## config.mk

```make
export PLATFORM = sky130hd
export DESIGN_NAME = ps2_mouse_tracker
export DESIGN_NICKNAME = d
export VERILOG_FILES = /design/src/rtl/ps2_pkg.sv /design/src/rtl/ps2_rx_byte.sv /design/src/rtl/ps2_mouse_tracker.sv
export SDC_FILE = /design/constraint.sdc
export NUM_CORES = 1
export LEC_CHECK = 0
export ABC_CLOCK_PERIOD_IN_PS = 8850
export CAP_MARGIN = 15
export CORE_MARGIN = 3
export CORE_UTILIZATION = 64
export CTS_CLUSTER_DIAMETER = 120
export CTS_CLUSTER_SIZE = 25
export DETAILED_ROUTE_END_ITERATION = 8
export PLACE_DENSITY_LB_ADDON = 0.15
export SLEW_MARGIN = 0
export SYNTH_ARGS = -nofsm -noshare
export SYNTH_HDL_FRONTEND = slang
export SYNTH_HIERARCHICAL = 1
export SYNTH_SLANG_ARGS = --single-unit
```

## constraint.sdc

```tcl
create_clock -name i_clk -period 8.85 [get_ports i_clk]
set_clock_uncertainty 0.15 [all_clocks]
set_input_delay 1.77 -clock i_clk [delete_from_list [all_inputs] [get_ports i_clk]]
set_output_delay 1.77 -clock i_clk [all_outputs]
set_load 0.01 [all_outputs]
```

## src/rtl/ps2_pkg.sv

```systemverilog
// Shared types and helpers for the PS/2 mouse tracker.
// Optional odd-parity enforcement is selected with MOUSE_PARITY_CHK_EN.
package ps2_pkg;

   localparam int PS2_FRAME_BITS = 11;

   typedef enum logic {
      IDLE  = 1'b0,
      SHIFT = 1'b1
   } rx_state_e;

   typedef enum logic [1:0] {
      WAIT_B0 = 2'd0,
      WAIT_B1 = 2'd1,
      WAIT_B2 = 2'd2
   } pkt_state_e;

   typedef struct packed {
      logic [2:0] btn;
      logic       sx;
      logic       sy;
      logic       ox;
      logic       oy;
      logic [7:0] dx;
      logic [7:0] dy;
   } mouse_pkt_t;

   // Saturate a signed candidate position into [0, max].
   function automatic logic [15:0] sat_pos(input logic signed [17:0] v,
                                           input logic [15:0]        max);
      if (v < 18'sd0)
         return 16'd0;
      else if (v > $signed({2'b00, max}))
         return max;
      else
         return v[15:0];
   endfunction

endpackage

```

## src/rtl/ps2_rx_byte.sv

```systemverilog
// PS/2 byte receiver: synchronizer, clock glitch filter, 11-bit frame shifter,
// frame/parity error and idle timeout. Parity check only with MOUSE_PARITY_CHK_EN.
module ps2_rx_byte
   import ps2_pkg::*;
#(
   parameter int FILTER_LEN  = 8,
   parameter int TIMEOUT_CYC = 8000
) (
   input  logic       i_clk,
   input  logic       i_rst_n,
   input  logic       i_ps2_clk,
   input  logic       i_ps2_data,
   input  logic       i_busy,
   output logic [7:0] o_byte,
   output logic       o_byte_valid,
   output logic       o_frame_err,
   output logic       o_parity_err,
   output logic       o_timeout
);

   localparam int FW = $clog2(FILTER_LEN + 1);
   localparam int TW = $clog2(TIMEOUT_CYC + 1);
   localparam logic [3:0] STOP_IDX = 4'(PS2_FRAME_BITS - 1);

   logic [1:0]    clk_sync_q, data_sync_q;
   logic          ps2_clk_s, ps2_data_s;
   logic [FW-1:0] filt_cnt_q;
   logic          filt_level_q;
   logic          filt_flip, fall;
   rx_state_e     state_q, state_d;
   logic [3:0]    bit_cnt_q;
   logic [7:0]    shift_q;
   logic [TW-1:0] tmr_q;
   logic          active, timeout_hit;
`ifdef MOUSE_PARITY_CHK_EN
   logic          parity_q;
`endif

   assign ps2_clk_s  = clk_sync_q[1];
   assign ps2_data_s = data_sync_q[1];

   // A new clock level is accepted once it has held for FILTER_LEN cycles.
   assign filt_flip = (ps2_clk_s != filt_level_q) && (filt_cnt_q == FW'(FILTER_LEN - 1));
   assign fall      = filt_flip && filt_level_q;

   assign active      = (state_q == SHIFT) || i_busy;
   assign timeout_hit = active && !fall && (tmr_q == TW'(TIMEOUT_CYC - 1));

   always_ff @(posedge i_clk or negedge i_rst_n) begin
      if (!i_rst_n) begin
         clk_sync_q   <= 2'b11;
         data_sync_q  <= 2'b11;
         filt_cnt_q   <= '0;
         filt_level_q <= 1'b1;
      end else begin
         clk_sync_q  <= {clk_sync_q[0], i_ps2_clk};
         data_sync_q <= {data_sync_q[0], i_ps2_data};
         if (ps2_clk_s == filt_level_q) begin
            filt_cnt_q <= '0;
         end else if (filt_flip) begin
            filt_level_q <= ps2_clk_s;
            filt_cnt_q   <= '0;
         end else begin
            filt_cnt_q <= filt_cnt_q + 1'b1;
         end
      end
   end

   always_ff @(posedge i_clk or negedge i_rst_n) begin
      if (!i_rst_n) state_q <= IDLE;
      else          state_q <= state_d;
   end

   always_comb begin
      state_d = state_q;
      case (state_q)
         IDLE:  if (fall && !ps2_data_s) state_d = SHIFT;
         SHIFT: if (timeout_hit || (fall && bit_cnt_q == STOP_IDX)) state_d = IDLE;
         default: state_d = IDLE;
      endcase
   end

   always_ff @(posedge i_clk or negedge i_rst_n) begin
      if (!i_rst_n) begin
         bit_cnt_q    <= '0;
         shift_q      <= '0;
         tmr_q        <= '0;
         o_byte_valid <= 1'b0;
         o_frame_err  <= 1'b0;
         o_parity_err <= 1'b0;
         o_timeout    <= 1'b0;
`ifdef MOUSE_PARITY_CHK_EN
         parity_q     <= 1'b0;
`endif
      end else begin
         o_byte_valid <= 1'b0;
         o_frame_err  <= 1'b0;
         o_parity_err <= 1'b0;
         o_timeout    <= timeout_hit;
         if (!active || fall || timeout_hit) tmr_q <= '0;
         else                                tmr_q <= tmr_q + 1'b1;

         if (fall) begin
            if (state_q == IDLE) begin
               if (ps2_data_s) o_frame_err <= 1'b1;
               bit_cnt_q <= 4'd1;
            end else begin
               bit_cnt_q <= bit_cnt_q + 1'b1;
               if (bit_cnt_q <= 4'd8) shift_q <= {ps2_data_s, shift_q[7:1]};
`ifdef MOUSE_PARITY_CHK_EN
               if (bit_cnt_q == 4'd9) parity_q <= ps2_data_s;
`endif
               if (bit_cnt_q == STOP_IDX) begin
                  if (!ps2_data_s)
                     o_frame_err <= 1'b1;
`ifdef MOUSE_PARITY_CHK_EN
                  else if (!(^{shift_q, parity_q}))
                     o_parity_err <= 1'b1;
`endif
                  else
                     o_byte_valid <= 1'b1;
               end
            end
         end
      end
   end

   assign o_byte = shift_q;

endmodule

```

## src/rtl/ps2_mouse_tracker.sv

```systemverilog
// PS/2 mouse tracker: packet assembly, clamped absolute position, button state.
// Define MOUSE_PARITY_CHK_EN to drop bytes with even parity.
module ps2_mouse_tracker
   import ps2_pkg::*;
#(
   parameter int X_MAX       = 3159,
   parameter int Y_MAX       = 2363,
   parameter int X_INIT      = 1600,
   parameter int Y_INIT      = 1200,
   parameter int GAIN_SHIFT  = 0,
   parameter int FILTER_LEN  = 8,
   parameter int TIMEOUT_CYC = 8000
) (
   input  logic        i_clk,
   input  logic        i_rst_n,
   input  logic        i_ps2_clk,
   input  logic        i_ps2_data,
   input  logic        i_recenter,
   output logic [15:0] o_mouse_x,
   output logic [15:0] o_mouse_y,
   output logic        o_mouse_left,
   output logic        o_mouse_right,
   output logic        o_mouse_middle,
   output logic        o_packet_valid,
   output logic        o_err
);

   logic [7:0]        rx_byte;
   logic              rx_valid, rx_frame_err, rx_parity_err, rx_timeout;
   pkt_state_e        pkt_state_q, pkt_state_d;
   logic              sync_err, apply;
   logic [7:0]        b0_q, b1_q;
   mouse_pkt_t        pkt;
   logic signed [17:0] dx_ext, dy_ext, x_sum, y_sum;

   ps2_rx_byte #(
      .FILTER_LEN  (FILTER_LEN),
      .TIMEOUT_CYC (TIMEOUT_CYC)
   ) u_rx (
      .i_clk        (i_clk),
      .i_rst_n      (i_rst_n),
      .i_ps2_clk    (i_ps2_clk),
      .i_ps2_data   (i_ps2_data),
      .i_busy       (pkt_state_q != WAIT_B0),
      .o_byte       (rx_byte),
      .o_byte_valid (rx_valid),
      .o_frame_err  (rx_frame_err),
      .o_parity_err (rx_parity_err),
      .o_timeout    (rx_timeout)
   );

   always_ff @(posedge i_clk or negedge i_rst_n) begin
      if (!i_rst_n) pkt_state_q <= WAIT_B0;
      else          pkt_state_q <= pkt_state_d;
   end

   // Timeout and parity errors abandon any partial packet.
   always_comb begin
      pkt_state_d = pkt_state_q;
      sync_err    = 1'b0;
      apply       = 1'b0;
      if (rx_timeout || rx_parity_err) begin
         pkt_state_d = WAIT_B0;
      end else if (rx_valid) begin
         case (pkt_state_q)
            WAIT_B0: begin
               if (rx_byte[3]) pkt_state_d = WAIT_B1;
               else            sync_err    = 1'b1;
            end
            WAIT_B1: pkt_state_d = WAIT_B2;
            WAIT_B2: begin
               pkt_state_d = WAIT_B0;
               apply       = 1'b1;
            end
            default: pkt_state_d = WAIT_B0;
         endcase
      end
   end

   always_ff @(posedge i_clk or negedge i_rst_n) begin
      if (!i_rst_n) begin
         b0_q <= '0;
         b1_q <= '0;
      end else if (rx_valid) begin
         if (pkt_state_q == WAIT_B0) b0_q <= rx_byte;
         if (pkt_state_q == WAIT_B1) b1_q <= rx_byte;
      end
   end

   // Byte 2 is still on rx_byte during the apply cycle.
   assign pkt = '{btn: b0_q[2:0], sx: b0_q[4], sy: b0_q[5], ox: b0_q[6], oy: b0_q[7],
                  dx: b1_q, dy: rx_byte};

   assign dx_ext = pkt.ox ? 18'sd0 : 18'($signed({pkt.sx, pkt.dx}));
   assign dy_ext = pkt.oy ? 18'sd0 : 18'($signed({pkt.sy, pkt.dy}));
   assign x_sum  = $signed({2'b00, o_mouse_x}) + (dx_ext <<< GAIN_SHIFT);
   assign y_sum  = $signed({2'b00, o_mouse_y}) + (dy_ext <<< GAIN_SHIFT);

   always_ff @(posedge i_clk or negedge i_rst_n) begin
      if (!i_rst_n) begin
         o_mouse_x      <= 16'(X_INIT);
         o_mouse_y      <= 16'(Y_INIT);
         o_mouse_left   <= 1'b0;
         o_mouse_right  <= 1'b0;
         o_mouse_middle <= 1'b0;
         o_packet_valid <= 1'b0;
         o_err          <= 1'b0;
      end else begin
         o_packet_valid <= apply;
         o_err          <= rx_frame_err | rx_parity_err | rx_timeout | sync_err;
         if (apply) begin
            o_mouse_left   <= pkt.btn[0];
            o_mouse_right  <= pkt.btn[1];
            o_mouse_middle <= pkt.btn[2];
         end
         if (i_recenter) begin
            o_mouse_x <= 16'(X_INIT);
            o_mouse_y <= 16'(Y_INIT);
         end else if (apply) begin
            o_mouse_x <= sat_pos(x_sum, 16'(X_MAX));
            o_mouse_y <= sat_pos(y_sum, 16'(Y_MAX));
         end
      end
   end

endmodule
```

Word level (Yosys, flattened, before mapping)
Index checks and enable logic that the tools add are counted.
{"block": "totals", "register_bits": 93, "latch_bits": 0, "mem_bits_rw": 0, "rom_bits": 0, "in_bits": 5, "out_inout_bits": 37, "elab_cells": 101, "memories": 0}
{"block": "op_classes", "addsub": 5, "n_mul": 0, "div": 0, "magnitude_cmp": 5, "eq_ne": 8, "n_shift": 0, "muxes": 36, "n_bitwise": 4, "n_reduce_logical": 22}
{"op": "$mux 16", "count": 8}
{"op": "$add 17x18->18", "count": 2}
{"op": "$gt 18x13->1 const B", "count": 2}
{"op": "$lt 18x1->1 const B", "count": 2}
{"op": "$mux 18", "count": 2}
{"op": "$mux 1", "count": 17}
{"op": "$add 13x1->13 const B", "count": 1}
{"op": "$eq 13x13->1 const B", "count": 1}
{"op": "$mux 13", "count": 1}
{"op": "$mux 4", "count": 3}
{"op": "$add 4x1->4 const B", "count": 2}
{"op": "$reduce_and 2->1", "count": 4}
{"op": "$logic_and 1x1->1", "count": 6}
{"op": "$mux 2", "count": 3}
{"op": "$reduce_bool 2->1", "count": 3}
{"op": "$eq 4x3->1 const B", "count": 1}
{"op": "$eq 4x4->1 const B", "count": 1}
{"op": "$le 4x4->1 const B", "count": 1}
{"op": "$logic_or 1x1->1", "count": 4}
{"op": "$pmux 2 s2", "count": 1}
{"op": "$logic_not 1->1", "count": 3}
{"op": "$ne 3x1->1 const B", "count": 1}
{"op": "$reduce_and 3->1", "count": 1}
{"op": "$eq 2x1->1 const B", "count": 1}
{"op": "other kinds (7)", "count": 9}

Logic depth before layout (Yosys ltp)
{"block": "logic_depth", "depth_word": 9, "mapped_depth": 14, "depth_no_buf": 12}

Modules after synthesis
Netlist, hierarchy kept.
{"module": "ps2_mouse_tracker", "instances": 1, "cells_per_inst": 424, "area_per_inst_um2": 3980.1, "seq_area_each_um2": 1360.1}
{"module": "ps2_rx_byte", "instances": 1, "cells_per_inst": 144, "area_per_inst_um2": 1651.6, "seq_area_each_um2": 957.2}

Least setup slack after synthesis
No wires, ideal clock.
{"block": "synth_path", "path_kind": "register -> register", "from": "reg b0_q[6]", "to": "reg o_mouse_x[3]", "setup_time_ps": 68, "arrival_time_ps": 3157, "t_required_ps": 8632, "slack_ps": 5475, "path_stages_with_launch": 15, "n_path_buf": 2, "period_less_slack_ps": 3375, "path_cell_list": "dfrtp_1 -> buf_2 -> nor2b_1 -> ha_1 -> fa_1 -> a21o_1 -> a221oi_2 -> o21a_1 -> nand3b_1 -> xnor2_1 -> or4_4 -> mux2i_4 -> and3_1 -> buf_4 -> a32o_1"}
{"block": "synth_via", "elab_chain_len": 7, "word_cells_on_any_way": 8, "classes_between": "1 x add/sub; 2 x order compare; 5 x mux"}
{"element": "from (decl)", "line_no": "ps2_mouse_tracker.sv:32", "text": "logic [7:0] b0_q, b1_q;"}
{"element": "from (signal assigned)", "line_no": "ps2_mouse_tracker.sv:85", "text": "if (pkt_state_q == WAIT_B0) b0_q <= rx_byte;"}
{"element": "$mux 18 (*)", "line_no": "ps2_mouse_tracker.sv:94", "text": "assign dx_ext = pkt.ox ? 18'sd0 : 18'($signed({pkt.sx, pkt.dx}));"}
{"element": "$add 17x18->18 (*)", "line_no": "ps2_mouse_tracker.sv:96", "text": "assign x_sum = $signed({2'b00, o_mouse_x}) + (dx_ext <<< GAIN_SHIFT);"}
{"element": "$gt 18x13->1", "line_no": "ps2_pkg.sv:33", "text": "else if (v > $signed({2'b00, max}))"}
{"element": "$mux 16", "line_no": "ps2_pkg.sv:33"}
{"element": "$mux 16 (*)", "line_no": "ps2_pkg.sv:31", "text": "if (v < 18'sd0)"}
{"element": "$mux 16 (*)", "line_no": "ps2_mouse_tracker.sv:119", "text": "end else if (apply) begin"}
{"element": "$mux 16 (*)", "line_no": "ps2_mouse_tracker.sv:116", "text": "if (i_recenter) begin"}
{"element": "to (signal assigned)", "line_no": "ps2_mouse_tracker.sv:101", "text": "o_mouse_x <= 16'(X_INIT);"}
{"element": "to (signal assigned)", "line_no": "ps2_mouse_tracker.sv:117", "text": "o_mouse_x <= 16'(X_INIT);"}
{"element": "to (signal assigned)", "line_no": "ps2_mouse_tracker.sv:120", "text": "o_mouse_x <= sat_pos(x_sum, 16'(X_MAX));"}
{"element": "to (decl)", "line_no": "ps2_mouse_tracker.sv:19", "text": "output logic [15:0] o_mouse_x,"}
Every way passes the cells marked *; elsewhere a longest branch is shown, timed or not. The select of a mux whose other input is x is not followed.
A chain may end at the register's enable or synchronous reset.

Worst setup path in the final report
Ends and elaborated chain as after synthesis.

==> flow_metrics.env <==
export IMPL_status="complete, no violations"
export IMPL_yosysTopAreaCellShare_pct=35.5
export IMPL_critPathLaunchType="flip-flop"
export IMPL_endpoint="o_mouse_x[3]"
export IMPL_final_area_mm2=0.00623
export IMPL_syn_cell_area_mm2=0.00563
export IMPL_wl_per_cell_um=17.8
export IMPL_grt_pass1_vias=4399
export IMPL_nets=626
export IMPL_drtIter0Drc=266
export IMPL_diodes=0
export IMPL_maxCapViolCount=0
export IMPL_fin_crit_ns=3.94
export IMPL_initial_core_util_pct=67.2
export IMPL_vias=4453
export IMPL_r2r_slack_ns=4.91
export IMPL_gp_congestion=0.895
export IMPL_cp_arrival_ns=4.08
export IMPL_hold_ws_ns=0.211
export IMPL_busiest_layer="met2"
export IMPL_cp_end_kind="flip-flop"
export IMPL_vias_per_cell=6.29
export IMPL_routed_wirelength_um=12600
export IMPL_grt_use_met1_pct=36.0
export IMPL_cts_sinks=92
export IMPL_fin_tns_setup_ns=0
export IMPL_finalMaxSlewViolations=0
export IMPL_die_w_um=99.8
export IMPL_fmax_mhz=254
export IMPL_hold_buffers=0
export IMPL_synth_common_cells="dfrtp_1 (80), nor2_1 (43), nand2_1 (42), xnor2_1 (32), nor2b_1 (26)"
export IMPL_tightest_slew_ns=0.871
export IMPL_reg2reg_from="b0_q[6]"
export IMPL_clk_pin_slew_ns=0.09
export IMPL_worstPathRequired_ns=8.99
export IMPL_synth_seq_cells=92
export IMPL_ant_nets=0
export IMPL_critPathKind="reg2reg"
export IMPL_power_density_mw_per_mm2=117
export IMPL_maxSlewHeadroom_pct=42.0
export IMPL_grt_usage_pct=26.9
export IMPL_post_cts_buffers=0
export IMPL_postSynth_asyncResetShare_pct=100
export IMPL_leakage_uw=0.00271
export IMPL_cts_resized_gates=0
export IMPL_grt_start_max_net_pins=73
export IMPL_cp_startpoint="b0_q[6]"
export IMPL_hpwl_um=9240
export IMPL_synth_edf_count=0
export IMPL_postPlaceCellArea_mm2=0.00606
export IMPL_drc=0
export IMPL_cts_buffer_depth=2
export IMPL_ys_flop_type="dfrtp_1"
export IMPL_synth_most_common_cell="dfrtp_1"
export IMPL_synth_yosys_warnings=6
export IMPL_min_path_type="reg2reg"
export IMPL_rr_worst_depth=12
export IMPL_critPathMaxFanout=12
export IMPL_die_area_mm2=0.00996
export IMPL_clk_latency_ns=0.36
export IMPL_cts_buffers=9
export IMPL_overflow=0
export IMPL_cts_tree="built"
export IMPL_place_inst=692
export IMPL_synth_avg_cell_area_um2=9.91
export IMPL_synth_net_count=596
export IMPL_grt_met3_usage_pct=5.00
export IMPL_drt_pass1_iterations=5
export IMPL_synth_area_leader_cell="dfrtp_1"
export IMPL_met2_usage_pct=44.8
export IMPL_finalNonFillerCells=708
export IMPL_r2r_end="o_mouse_x[3]"
export IMPL_drive_gt1_share_pct=12.3
export IMPL_grt_pass1_wl_um=21400
export IMPL_post_route_period_util_pct=44.5
export IMPL_yosysUniqueCellTypes=75
export IMPL_h_tree_depth=3
export IMPL_syn_to_final_growth_pct=10.7
export IMPL_die_h_um=99.8
export IMPL_ys_seq_area_share_pct=41.1
export IMPL_ioPinCount=42
export IMPL_netlist_instances=568
export IMPL_io_buffers=41
export IMPL_rsz0062_at_grt="no"
export IMPL_setup_viol=0
export IMPL_final_hold_viol_count=0
export IMPL_rows=33
export IMPL_antenna_found_initial=0
export IMPL_ys_top_cells_by_area="dfrtp_1 (36%), dfstp_2 (5.6%), xnor2_1 (5.0%), mux2_2 (4.8%), ha_1 (4.7%)"
export IMPL_coreArea_mm2=0.00838
export IMPL_cts_root_buf="clkbuf_8"
export IMPL_ir_drop_v=0.000124
==> worst max-delay path, cell delays in order (launching register included) <==
cell and delay [ns]:
dfrtp_1 0.52, nor2b_1 0.10, ha_1 0.22, fa_1 0.41, a21o_1 0.21, a221oi_2 0.37
o21a_1 0.27, nand3b_1 0.16, xnor2_1 0.17, or4_4 0.43, mux2i_4 0.21, and3_1 0.43
a32o_1 0.23
==> cells by family after synthesis <==
| kind of cell | Yosys count | synth area share (%) |
|---|---|---|
| other | 1 | 0.0666 |
| AOI/OAI and AO/OA | 129 | 16.7 |
| xor gates and xnor gates | 46 | 7.40 |
| and+or+nand+nor | 210 | 20.0 |
| muxes | 29 | 5.91 |
| DFF | 92 | 41.1 |
| adders and majority gates | 24 | 5.55 |
| buffers and inverters | 37 | 3.22 |
==> layout make-up <==
class | instances | area, um2
multi-input cells | 439 | 3130
flip-flops and latches | 92 | 2320
fillers | 628 | 2150
repair buffers | 44 | 430
well taps | 105 | 131
clock buffers | 10 | 128
clock inverters | 6 | 47.5
inverters | 12 | 45.0
==> per-layer routing <==
metal / vias to the layer above / part of all wire, %
met5: - / 0
met4: 0 / 1.8
met3: 19 / 4.9
met2: 163 / 50
met1: 2162 / 43
li1: 2109 / -
==> state kept, by name, indices dropped and copies added, names as in the netlist, 2 cells and up <==
name              flops
b0_q                  7
b1_q                  8
o_mouse_x            16
o_mouse_y            16
pkt_state_q           2
u_rx/bit_cnt_q        4
u_rx/clk_sync_q       2
u_rx/data_sync_q      2
u_rx/filt_cnt_q       4
u_rx/o_byte           8
u_rx/tmr_q           13
==> where the power goes <==
| part | internal [uW] | switching (uW) |
|---|---|---|
| sequential | 431 | 7.37 |
| combinational | 12.3 | 19.3 |
| clock | 105 | 152 |
==> cells in the final DEF (no fill, tap or decap), types with 5 or more instances in the layout <==
master | synthesis | routed
a21o_1 | 12 | 12
a21oi_1 | 21 | 21
a22o_1 | 5 | 5
a31oi_1 | 8 | 8
and2_1 | 9 | 9
and3_1 | 7 | 7
clkbuf_8 | 0 | 9
clkdlybuf4s50_1 | 0 | 40
dfrtp_1 | 80 | 80
dfstp_2 | 12 | 12
ha_1 | 21 | 21
inv_1 | 11 | 11
mux2_2 | 24 | 24
nand2_1 | 42 | 42
nand2b_1 | 9 | 9
nand3_1 | 13 | 13
nand3b_1 | 7 | 7
nand4_1 | 9 | 9
nor2_1 | 43 | 43
nor2b_1 | 26 | 26
nor3_1 | 17 | 17
o21ai_0 | 15 | 15
o21ai_1 | 12 | 12
o31ai_1 | 8 | 8
xnor2_1 | 32 | 32
xor2_1 | 13 | 13
==> how the worst min path moves through the flow <==
stage                                   start             endpoint  slack, ns  cells after the start
after floorplan            u_rx/clk_sync_q[0]   u_rx/clk_sync_q[1]       0.20                      0
after global placement     u_rx/clk_sync_q[0]   u_rx/clk_sync_q[1]       0.20                      0
after detailed placement   u_rx/clk_sync_q[0]   u_rx/clk_sync_q[1]       0.20                      0
after CTS                  u_rx/clk_sync_q[0]   u_rx/clk_sync_q[1]       0.21                      0
after global routing      u_rx/data_sync_q[0]  u_rx/data_sync_q[1]       0.22                      0
final                      u_rx/clk_sync_q[0]   u_rx/clk_sync_q[1]       0.21                      0
==> through the flow <==
step           worst slack, ns  utilization (%)  total power (uW)
6_report                  4.91             74.4               727
5_1_grt                   4.75             74.4               756
4_1_cts                   4.95             74.4               734
3_5_place_dp              4.98             72.3               479
3_3_place_gp              5.02             72.3               476
2_1_floorplan             5.48                -               463
Note: power is estimated with default switching activity, not from simulation.
